File: src/rtl/inst_fetch_unit_pkg.sv
// ============================================================================
// inst_fetch_unit_pkg : PC command encodings, fetch states, word width
// Revision 1.0
// ============================================================================
`default_nettype none

package inst_fetch_unit_pkg;

  localparam int INST_W = 32;

  localparam logic [1:0] PC_HOLD = 2'b00;
  localparam logic [1:0] PC_INC  = 2'b01;
  localparam logic [1:0] PC_REL  = 2'b10;
  localparam logic [1:0] PC_REG  = 2'b11;

  typedef enum logic [1:0] {
    ST_BOOT  = 2'd0,
    ST_FETCH = 2'd1,
    ST_HOLD  = 2'd2,
    ST_FAULT = 2'd3
  } fetch_state_t;

endpackage

`default_nettype wire

File: src/rtl/inst_fetch_unit_next_pc.sv
// ============================================================================
// next_pc_calc : next program counter target and misalignment detect
// Revision 1.0
// ============================================================================
`default_nettype none

module next_pc_calc
  import inst_fetch_unit_pkg::*;
#(
  parameter int ADDR_W = 64
) (
  input  logic [ADDR_W-1:0] pc,
  input  logic [1:0]        pc_sel,
  input  logic              pc_mux,
  input  logic [63:0]       k,
  input  logic [63:0]       a_bus,
  output logic [ADDR_W-1:0] target,
  output logic              misaligned
);

  logic [ADDR_W-1:0] word_off;

  // Word offsets become byte offsets; bits shifted past the top are dropped.
  assign word_off = pc_mux ? {k[ADDR_W-3:0], 2'b00} : {a_bus[ADDR_W-3:0], 2'b00};

  always_comb begin
    target = pc;
    case (pc_sel)
      PC_HOLD: target = pc;
      PC_INC:  target = pc + ADDR_W'(4);
      PC_REL:  target = pc + word_off;
      PC_REG:  target = a_bus[ADDR_W-1:0];
      default: target = pc;
    endcase
  end

  assign misaligned = (target[1:0] != 2'b00);

endmodule

`default_nettype wire

File: src/rtl/inst_fetch_unit.sv
// ============================================================================
// inst_fetch_unit : PC owner, req/ack instruction fetch, command sequencing
// Revision 1.0
// ============================================================================
`default_nettype none

module inst_fetch_unit
  import inst_fetch_unit_pkg::*;
#(
  parameter int              ADDR_W   = 64,
  parameter logic [ADDR_W-1:0] RESET_PC = '0
) (
  input  logic              CLK,
  input  logic              Reset,
  input  logic              cmd_valid,
  output logic              cmd_ready,
  input  logic [1:0]        pc_sel,
  input  logic              pc_mux,
  input  logic [63:0]       k,
  input  logic [63:0]       a_bus,
  output logic              mem_req,
  output logic [ADDR_W-1:0] mem_addr,
  input  logic              mem_ack,
  input  logic [INST_W-1:0] mem_rdata,
  output logic [INST_W-1:0] inst,
  output logic              inst_valid,
  output logic [ADDR_W-1:0] pc,
  output logic              fault
);

  fetch_state_t      state;
  logic [ADDR_W-1:0] target;
  logic              misaligned;

  next_pc_calc #(.ADDR_W(ADDR_W)) u_next_pc (
    .pc         (pc),
    .pc_sel     (pc_sel),
    .pc_mux     (pc_mux),
    .k          (k),
    .a_bus      (a_bus),
    .target     (target),
    .misaligned (misaligned)
  );

  assign mem_addr = pc;

  always_ff @(posedge CLK) begin
    if (Reset) begin
      state      <= ST_BOOT;
      pc         <= RESET_PC;
      inst       <= '0;
      inst_valid <= 1'b0;
      cmd_ready  <= 1'b0;
      mem_req    <= 1'b0;
      fault      <= 1'b0;
    end else begin
      case (state)
        ST_BOOT: begin
          state   <= ST_FETCH;
          mem_req <= 1'b1;
        end
        ST_FETCH: begin
          if (mem_ack) begin
            inst       <= mem_rdata;
            state      <= ST_HOLD;
            mem_req    <= 1'b0;
            inst_valid <= 1'b1;
            cmd_ready  <= 1'b1;
          end
        end
        ST_HOLD: begin
          // A hold command keeps the current word for re-decode, no refetch.
          if (cmd_valid && (pc_sel != PC_HOLD)) begin
            pc         <= target;
            inst_valid <= 1'b0;
            cmd_ready  <= 1'b0;
            if (misaligned) begin
              fault <= 1'b1;
              state <= ST_FAULT;
            end else begin
              state   <= ST_FETCH;
              mem_req <= 1'b1;
            end
          end
        end
        ST_FAULT: begin
          state <= ST_FAULT;
        end
        default: begin
          state <= ST_BOOT;
        end
      endcase
    end
  end

endmodule

`default_nettype wire
File: config.mk
export PLATFORM = sky130hd
export DESIGN_NAME = inst_fetch_unit
export DESIGN_NICKNAME = d
export VERILOG_FILES = /design/src/rtl/inst_fetch_unit_pkg.sv /design/src/rtl/inst_fetch_unit_next_pc.sv /design/src/rtl/inst_fetch_unit.sv
export SDC_FILE = /design/constraint.sdc
export NUM_CORES = 1
export LEC_CHECK = 0
export CORE_MARGIN = 2
export CORE_UTILIZATION = 45
export CTS_BUF_LIST = sky130_fd_sc_hd__clkbuf_16
export CTS_CLUSTER_DIAMETER = 150
export DETAILED_ROUTE_END_ITERATION = 16
export PLACE_DENSITY = 0.8
export SYNTH_ARGS = -nofsm -noshare
export SYNTH_HDL_FRONTEND = slang
export SYNTH_SLANG_ARGS = --single-unit
File: constraint.sdc
create_clock -name CLK -period 7.11 [get_ports CLK]
set_input_delay 1.422 -clock CLK [delete_from_list [all_inputs] [get_ports CLK]]
set_output_delay 1.422 -clock CLK [all_outputs]
set_load 0.02 [all_outputs]
== Word level (Yosys, flattened, before mapping) ==
Index checks and enable logic that the tools add are counted.
Cells by class
  $add $sub $neg: 2
  eq/ne operators: 9
  muxes and demuxes: 13
  bitwise logic cells: 1
  reduce and logical (&&, ||, !) cells: 14
Operators by type and width (number)
  $pmux W64 S4: 1
  $add A64 B3 Y64 const B: 1
  $add A64 B64 Y64: 1
  $mux W64: 1
  $reduce_and A3 Y1: 3
  $eq A2 B2 Y1 const B: 4
  $pmux W2 S4: 1
  $mux W2: 3
  $ne A2 B2 Y1 const B: 3
  $reduce_and A2 Y1: 3
  $reduce_bool A2 Y1: 3
  $mux W1: 5
  $eq A2 B1 Y1 const B: 2
  $logic_not A2 Y1: 2
  $reduce_and A4 Y1: 1
  $pmux W1 S3: 1
  $reduce_bool A3 Y1: 1
  $pmux W1 S2: 1
  $logic_and A1 B1 Y1: 1
  $not A1 Y1: 1
Storage, ports and cells
  register bits: 101
  output and inout port bits: 164

== Depth between registers and ports, before layout ==
Gate-level depths: netlist (run 1).
  word-level depth: 7
  gate-level depth with buffers: 17
  depth with buffers taken out: 16

== By module ==
From an unflattened synthesis (run 1), not the netlist that was laid out.
Second synthesis, totals
  cell total of the unflattened synthesis: 1358
  area, all modules: 10138.5 um2
By module, submodules not included
  next_pc_calc: times used 1, cells an instance 855, area an instance 5814.3 um2
  inst_fetch_unit: times used 1, cells an instance 503, area an instance 4324.1 um2

== Worst setup path before layout (run 1) ==
No wires, ideal clock.
  kind: input to register
  start: in pc_mux
  end: reg pc[46], in the netlist mem_addr[46]
  arrival time: 4.859 ns
  required time: 6.978 ns
  slack: 2.119 ns
  stages: 17
  path through: clkbuf_1 buf_1 mux2i_1 nand2_1 ha_1 inv_1 fa_1 nand2b_1 a21o_1 a211o_1 a21boi_1 a311o_1 nor2b_1 a41oi_2 xnor2_1 a221oi_1 nor3_1
On the way
  cells in the longest elaborated chain, start to end: 3
RTL lines
  start: declaration: line inst_fetch_unit.sv:18  | input logic pc_mux,
  $mux W64: line inst_fetch_unit_next_pc.sv:24  | assign word_off = pc_mux ? {k[ADDR_W-3:0], 2'b00} : {a_bus[ADDR_W-3:0], 2'b00};
  $add A64 B64 Y64: line inst_fetch_unit_next_pc.sv:31  | PC_REL: target = pc + word_off;
  $pmux W64 S4: line inst_fetch_unit_next_pc.sv:28  | case (pc_sel)
  end signal: assignment: line inst_fetch_unit.sv:74  | pc <= target;
  end: declaration: line inst_fetch_unit.sv:27  | output logic [ADDR_W-1:0] pc,
No other way between the ends.
A chain may end at the register's enable or synchronous reset.

== Worst setup path after layout (run 1) ==
  start: in pc_sel[1]
  end: reg pc[46], in the netlist mem_addr[46]
On the way
  cells in the longest elaborated chain, start to end: 3
  elaborated cells on any way between the ends: 9
  classes of those cells: eq/ne (3); mux (1); bitwise (1); reduce/logical (4)
RTL lines
  start: declaration: line inst_fetch_unit.sv:17  | input logic [1:0] pc_sel,
  parallel branches: the longest is 3 deep, another holds $pmux W64 S4
Parallel ways; which one is timed is not known.

==> flow_summary.toml, run 1 <==
[clocking]
cts_buffers = 9
cts.sinks = 101
cts_root_buf = "clkbuf_16"
cts.repair.resized = 0
cts-hold-fix-buffers = 0
htreeDepth = 3
cts_tree = "yes"
clk_pin_slew_ns = 0.07
post_cts_buffers = 0
clockBufferDepth = 2
clk_latency_ns = 0.36

[routing]
routedWlPerCell_um = 18.11
firstDrtPassIters = 6
ant_nets = 0
vias_per_cell = 5.739
post-route-drc-count = 0
drt_wl_total_mm = 30.79
drtIter0Drc = 773
via_count = 9757

[cells_and_area]
antennaDiodeCount = 0
finalNetCount = 1657
final_layout_size_suffix_gt1_share_pct = 3.846
layout_common_cells = "clkdlybuf4s50_1, nand2_1, a21oi_1"
layout_commonest_cell = "clkdlybuf4s50_1"
area_delta_synth_final_pct = 34.79
final_cells = 1700
final_util_pct = 61.45

[logic_synthesis]
synth_area_leaders = "dfxtp_1, ha_1, mux2i_1, a21oi_1, buf_4"
async_flop_share_pct = 0
avgSynthCellArea_sq_um = 7.531
yosys_warnings = 0
yosys_register_bits = 101
ys_seq_area_share_pct = 21.99
syn_inst = 1221
yosysUniqueCellTypes = 77
yosysTopAreaCell = "dfxtp_1"
ys.flop_type = "dfxtp_1"
syn-num-nets = 1453
netlist_area_sq_um = 9195
synth_edf_count = 0
synth_top_area_share_pct = 21.99

[global_routing]
grt_start_max_net_pins = 61
grt-ovfl-total = 0
grt_antenna_before_repair = 0
track_usage_pct = 27.28
grt_first_pass_wirelength_mm = 48.39
first_global_vias = 9335

[sta]
rsz0062_at_grt = "false"
period_share_pct = 77.11
period_minus_slack_ns = 5.483
max_slew_margin_pct = 49.37
fmax_mhz = 182.4
setup_viol = 0
tightest_slew_ns = 0.7594
fin_worst_skew_ns = 0.009461
hold_viol_final = 0
timing.setup.tns_ns = 0
finalMaxSlewViolations = 0

[floorplanning]
start_util_pct = 45.59
num_rows = 52
core_area_sq_um = 20170
die_h_um = 146.9
dieArea_sq_um = 21590
die_x_um = 146.9
ioPinCount = 331

[worst_setup_path]
cp_cell_sequence = "clkdlybuf4s50_1 -> ha_2 -> nand2_1 -> fa_1 -> nand2b_1 -> a21o_1 -> a211o_1 -> a21boi_1 -> a311o_1 -> nor2b_1 -> a41oi_2 -> xnor2_1 -> a221oi_1 -> nor3_1"
crit_fanout = 37
crit_arrival_ns = 5.71
worst-setup-path-type = "in2reg"
slowest_stage = "ha_2"
max_stage_delay_ns = 0.60
worstSetupEndpointType = "register"
startpoint_type = "input pin"
critPathRequiredTime_ns = 7.33

[power_and_ir_drop]
peakVddDrop_mv = 0.1067
p_per_area_nw_per_um2 = 128.8
power_leakage_nw = 4.952

[place]
port_buffers = 328
hpwl_mm = 23.20
dp_cells = 1684
place_congestion = 0.9165

[run_status]
outcome = "completed"

[hold_path]
hold_class = "reg2reg"

[flow_run]
cap_violations = 0
[layer usage]
| metal | track usage (%) | part of all wire [%] |
|---|---|---|
| met1 | 34.84 | 43 |
| met4 | 9.519 | 2.3 |
| met3 | 3.199 | 6.3 |
| met5 | 0 | 0 |
| met2 | 47.70 | 49 |
[cells in the mapped netlist (8+ instances only)]
library cell / number
nand2_1: 123
buf_1: 14
buf_4: 68
xnor2_1: 28
ha_1: 64
nor3_1: 58
nand2b_1: 8
nand3_1: 19
o31ai_1: 8
nor2b_1: 64
nand4_1: 18
xor2_1: 23
a21o_1: 34
o21bai_1: 13
clkbuf_1: 57
dfxtp_1: 101
inv_1: 26
a211oi_1: 11
a221oi_1: 45
nor2_1: 110
a21oi_1: 113
o21ai_0: 41
a31oi_1: 14
mux2i_1: 63
[kinds of logic (layout without fill, tap and decap cells)]
logic type / Yosys count / after routing / share of synthesized area (%)
multiplexers: 66 / 66 / 7.225
buffers and inverters: 171 / 380 / 9.838
AO/OA/AOI/OAI: 338 / 338 / 25.04
adder cells (fa/ha/maj): 65 / 65 / 8.926
flip-flops: 101 / 101 / 21.99
AND/OR/NAND/NOR: 429 / 429 / 22.13
XOR/XNOR: 51 / 51 / 4.858
[critical path, delay by kind of cell]
family / cells / cell delay (ns)
compound gates: 6 / 1.70
xor+xnor: 1 / 0.16
fa+ha+maj: 2 / 1.07
buf+inv: 1 / 0.51
simple gates: 4 / 0.82
[per-stage QoR]
step           hold WS, ns  total power, W  setup WS (ns)  instance area [sq um]
6_report            0.4533        0.001596          1.627                  12390
3_3_place_gp        0.4411        0.001085          1.367                  12100
5_1_grt             0.4752        0.001657          1.328                  12390
2_1_floorplan       0.4803       0.0008852          2.119                   9195
3_5_place_dp        0.4457        0.001092          1.310                  12100
4_1_cts             0.4561        0.001600          1.671                  12390
[final timing paths]
check / slack [ns] / cells after the start / endpoint / startpoint
setup / recovery: 1.63 / 14 / mem_addr[46]$_SDFFE_PP0P_ / pc_sel[1]
hold / removal: 0.45 / 2 / inst[17]$_SDFFE_PP0P_ / inst[17]$_SDFFE_PP0P_
setup reg to reg: 3.40 / 13 / mem_addr[46]$_SDFFE_PP0P_ / mem_addr[2]$_SDFFE_PP0P_
hold reg to reg: 0.45 / 2 / inst[17]$_SDFFE_PP0P_ / inst[17]$_SDFFE_PP0P_
[final cells by class]
type	instances	area, sq um
tap	270	337.8
sequential	101	2022
inverter	26	97.59
timing repair buffer	338	3353
clock buffer	9	225.2
multi-input combinational	949	6291
fill	1847	7775
clock inverter	7	67.56
[flip-flops by register name (all words and copies together) (netlist names)]
signal,count
mem_req,1
fault,1
inst,32
state,2
inst_valid,1
mem_addr,64
[power by group]
part | switching [W] | internal [W] | total (W) | leakage (nW)
combinational | 0.000247 | 0.000227 | 0.000474 | 3.99
sequential | 0.0000213 | 0.000588 | 0.000609 | 0.820
clock | 0.000265 | 0.000248 | 0.000513 | 0.145
Note: power is estimated with default switching activity, not from simulation.
==> run 2, diff against run 1 <==
- CORE_UTILIZATION: 45 -> 42
- PLACE_DENSITY: 0.8 -> 0.79
- clock period: 7.11 -> 4.9 ns (I/O delays scaled with it)
==> run 2 against run 1 <==
Against the previous run: sequential share of layout area down 0.56 points; flip-flop and latch count unchanged; non-clock buffer count increased by 53; highest routed layer is now met5.
==> flow_summary.toml, run 2 (synthesis gave the netlist of run 1 again) <==
[global_routing]
grt-ovfl-total = 0
grt_antenna_before_repair = 2
track_usage_pct = 26.00
first_global_vias = 9704
grt_start_max_net_pins = 66
grt_first_pass_wirelength_mm = 50.14

[place]
dp_cells = 1747
hpwl_mm = 24.45
place_congestion = 0.9474
dp_slack_ns = -0.02765
port_buffers = 328

[power_and_ir_drop]
swShare_pct = 33.11
internal_power_w = 0.001563
p_per_area_nw_per_um2 = 182.1
peakVddDrop_mv = 0.1388
pwr-share-comb_pct = 30.6
clkPwrFrac_pct = 31.6
power_leakage_nw = 5.226
power_switching_w = 0.0007738
p_seq_share_pct = 37.8

[sta]
rsz0062_at_grt = "false"
timing.setup.tns_ns = 0
hold_viol_final = 0
max_slew_margin_pct = 46.55
fin_ws_ns = 0.3215
fmax_mhz = 218.4
tightest_slew_ns = 0.8018
period_share_pct = 93.44
period_minus_slack_ns = 4.578
fin_worst_skew_ns = 0.009349
hold_ws_ns = 0.4574
setup_viol = 0
finalMaxSlewViolations = 0

[cells_and_area]
final_util_pct = 59.17
area_delta_synth_final_pct = 39.56
layout_common_cells = "clkdlybuf4s50_1, nand2_1, a21oi_1"
final_cells = 1764
largest_reg_flops = 64
layout_commonest_cell = "clkdlybuf4s50_1"
final_layout_size_suffix_gt1_share_pct = 7.283
finalNetCount = 1710

[routing]
firstDrtPassIters = 6
routedWlPerCell_um = 17.81
post-route-drc-count = 0
via_count = 9953
drt_wl_total_mm = 31.42
vias_per_cell = 5.642
drtIter0Drc = 651
ant_nets = 0

[worst_setup_path]
worstSetupEndpointType = "register"
worst-setup-path-type = "in2reg"
crit_fanout = 30
regToRegStartpoint = "mem_addr[2]$_SDFFE_PP0P_"
cp-startpoint = "pc_sel[0]"
startpoint_type = "input pin"
critPathRequiredTime_ns = 5.12
crit_arrival_ns = 4.79

[clocking]
cts_root_buf = "clkbuf_16"
cts-hold-fix-buffers = 0
post_cts_buffers = 0
clk_latency_ns = 0.36
htreeDepth = 3
cts.repair.resized = 0
cts_buffers = 9
cts.sinks = 101
cts_tree = "yes"
clk_pin_slew_ns = 0.08
clockBufferDepth = 2

[hold_path]
hold_class = "reg2reg"
hold_start = "inst[31]$_SDFFE_PP0P_"

[floorplanning]
start_util_pct = 42.40
num_rows = 54
core_area_sq_um = 21690
die_h_um = 152.0
die_x_um = 152.0
ioPinCount = 331
dieArea_sq_um = 23090

[run_status]
outcome = "completed"

[flow_run]
cap_violations = 0
[run 2: metrics by stage]
step | total power, W | area (sq um)
after floorplan | 0.001284 | 9195
after CTS | 0.002352 | 12830
after detailed placement | 0.001611 | 12540
final | 0.002337 | 12830
after global routing | 0.002437 | 12830
after global placement | 0.001599 | 12540
[run 2: path summary, 6_finish.rpt]
path                                             endpoint  slack [ns]  cells after the start
worst min register to register      inst[31]$_SDFFE_PP0P_        0.46                      2
worst max-delay path            mem_addr[51]$_SDFFE_PP0P_        0.32                     18
worst min-delay path                inst[31]$_SDFFE_PP0P_        0.46                      2
worst max register to register  mem_addr[60]$_SDFFE_PP0P_        1.39                     13
[run 2: cell type report]
cell class              count  area (sq um)
clock inverters             7         67.56
flip-flops and latches    101          2022
repair buffers            391          3776
fillers                  1959          8856
well taps                 280         350.3
clock buffers               9         225.2
diodes                      1         2.502
inverters                  26         97.59
multi-input cells         949          6291
[run 2: worst max-delay path, stage by stage]
cell and delay (ns):
clkdlybuf4s50_1 0.49, inv_1 0.07, ha_2 0.22, buf_12 0.16
nor2b_1 0.14, ha_1 0.36, nand4_1 0.14, buf_4 0.17
nor4_1 0.34, buf_4 0.20, nand2b_4 0.05, o311ai_2 0.25
nor2_1 0.12, o31ai_2 0.35, a41oi_1 0.20, xnor2_1 0.16
a221oi_1 0.30, nor3_2 0.07
[run 2: power by group through the flow]
| stage | combinational, W | clock [W] | sequential [W] |
|---|---|---|---|
| 3_3_place_gp | 0.000697 | 0 | 0.000902 |
| 5_1_grt | 0.000766 | 0.000782 | 0.000889 |
| 3_5_place_dp | 0.000708 | 0 | 0.000903 |
| 6_report | 0.000714 | 0.000739 | 0.000884 |
| 2_1_floorplan | 0.000350 | 0 | 0.000935 |
| 4_1_cts | 0.000712 | 0.000756 | 0.000884 |
[run 2: per-layer routing]
layer	wire, um	up-vias	global-route usage (%)
li1	-	4872	-
met1	13500	4655	33.32
met2	15180	385	44.55
met3	2103	39	4.250
met4	619	2	8.500
met5	13	-	0
==> run 3, diff against run 2 <==
- CORE_UTILIZATION: 42 -> 45
- DONT_BUFFER_PORTS: default -> 1
- PLACE_DENSITY: 0.79 -> default
- REMOVE_ABC_BUFFERS: default -> 1
- SKIP_LAST_GASP: default -> 1
==> run 3 against run 2 <==
Against the previous run: flip-flop and latch count unchanged; clock skew up 0.0047 ns; worst hold slack better by 0.058 ns; register-to-register slack worse by 0.43 ns; first-iteration DRC count down 35%; maximum frequency up 5.1%; die area down 6.5%; worst setup slack better by 0.22 ns; final cell count down 22%; non-clock buffer count down 370; sequential share of layout area up 6.2 points.
==> flow_summary.toml, run 3 (synthesis gave the netlist of run 1 again) <==
[hold_path]
hold_class = "reg2reg"
min_path_cells = 2

[worst_setup_path]
worstSetupEndpointType = "register"
startpoint_type = "input pin"
crit_fanout = 26
crit_arrival_ns = 4.60
worst-setup-path-type = "in2reg"
critPathRequiredTime_ns = 5.14
ff2ff_path_depth = 13

[global_routing]
track_usage_pct = 25.36
first_global_vias = 8077
grt-ovfl-total = 0
grt_first_pass_wirelength_mm = 44.34
grt_start_max_net_pins = 106
grt_antenna_before_repair = 0

[routing]
drtIter0Drc = 426
post-route-drc-count = 0
firstDrtPassIters = 4
ant_nets = 0
drt_wl_total_mm = 28.22
via_count = 8356
vias_per_cell = 6.042
routedWlPerCell_um = 20.40

[clocking]
post_cts_buffers = 0
cts_root_buf = "clkbuf_16"
cts.sinks = 101
clockBufferDepth = 2
cts_buffers = 9
clk_latency_ns = 0.36
htreeDepth = 3
clk_pin_slew_ns = 0.08
cts-hold-fix-buffers = 0
cts_tree = "yes"
cts.repair.resized = 0

[floorplanning]
start_util_pct = 45.59
die_h_um = 146.9
die_x_um = 146.9
ioPinCount = 331
core_area_sq_um = 20170
num_rows = 52
dieArea_sq_um = 21590

[cells_and_area]
antennaDiodeCount = 0
final_util_pct = 45.69
largest_reg_flops = 64
layout_commonest_cell = "nand2_1"
final_layout_size_suffix_gt1_share_pct = 5.660
finalNetCount = 1340
layout_common_cells = "nand2_1, a21oi_1, nor2_1"
area_delta_synth_final_pct = 0.2177

[flow_run]
cap_violations = 0

[sta]
rsz0062_at_grt = "false"
period_minus_slack_ns = 4.358
finalMaxSlewViolations = 0
hold_ws_ns = 0.5149
fin_worst_skew_ns = 0.01406
fmax_mhz = 229.4
hold_viol_final = 0
setup_viol = 0
period_share_pct = 88.94
max_slew_margin_pct = 18.71
tightest_slew_ns = 1.216
timing.setup.tns_ns = 0

[power_and_ir_drop]
p_per_area_nw_per_um2 = 224.4
power_leakage_nw = 3.813
peakVddDrop_mv = 0.1521

[run_status]
outcome = "completed"

[place]
place_congestion = 0.8953
port_buffers = 0
hpwl_mm = 21.05
==> run 3: worst max-delay path, cell delays in order <==
cell and delay, ns:
inv_1 0.06, ha_1 0.28, buf_4 0.30, nor2b_1 0.17
ha_1 0.29, a21oi_1 0.29, o21ai_0 0.20, o22ai_1 0.43
o311ai_2 0.23, o21ai_1 0.33, a211oi_1 0.17, or2_1 0.28
o211ai_1 0.28, mux2i_1 0.22, nand3_1 0.08
==> run 3: worst paths after layout <==
path,startpoint,end,slack [ns]
setup / recovery,pc_sel[0],mem_addr[63]$_SDFFE_PP0P_,0.54
hold / removal,state[0]$_SDFFE_PP0P_,state[1]$_SDFFE_PP0P_,0.51
setup reg to reg,mem_addr[2]$_SDFFE_PP0P_,mem_addr[46]$_SDFFE_PP0P_,0.96
hold reg to reg,state[0]$_SDFFE_PP0P_,state[1]$_SDFFE_PP0P_,0.51
==> run 3: area by class of cell <==
type,instances,area (sq um)
well taps,270,337.8
flip-flops and latches,101,2022
clock inverters,7,73.82
repair buffers,21,170.2
inverters,26,97.59
fillers,2111,10950
clock buffers,9,225.2
multi-input cells,949,6289
==> run 3: stage by stage <==
stage               setup slack, ns  instances  total power, W  area (sq um)
floorplan                    0.2899       1076        0.001231          8388
global placement             0.2497       1367        0.001331          8916
detailed placement           0.2216       1367        0.001335          8916
CTS                          0.5875       1383        0.002084          9215
global route                 0.1898       1383        0.002160          9215
finish                       0.5417       1383        0.002067          9215
==> run 3: per-layer routing <==
metal | wire [um] | global-route usage, %
met2 | 12940 | 42.61
met1 | 12550 | 32.87
met4 | 510 | 6.875
met5 | 0 | 0
met3 | 2212 | 5.714
==> run 3: where the power goes <==
part | total [W] | switching, W | internal (W) | leakage [nW]
Combinational | 0.000367 | 0.000223 | 0.000144 | 2.85
Sequential | 0.000950 | 0.0000971 | 0.000853 | 0.820
Clock | 0.000750 | 0.000387 | 0.000363 | 0.147
Total | 0.00207 | 0.000706 | 0.00136 | 3.81
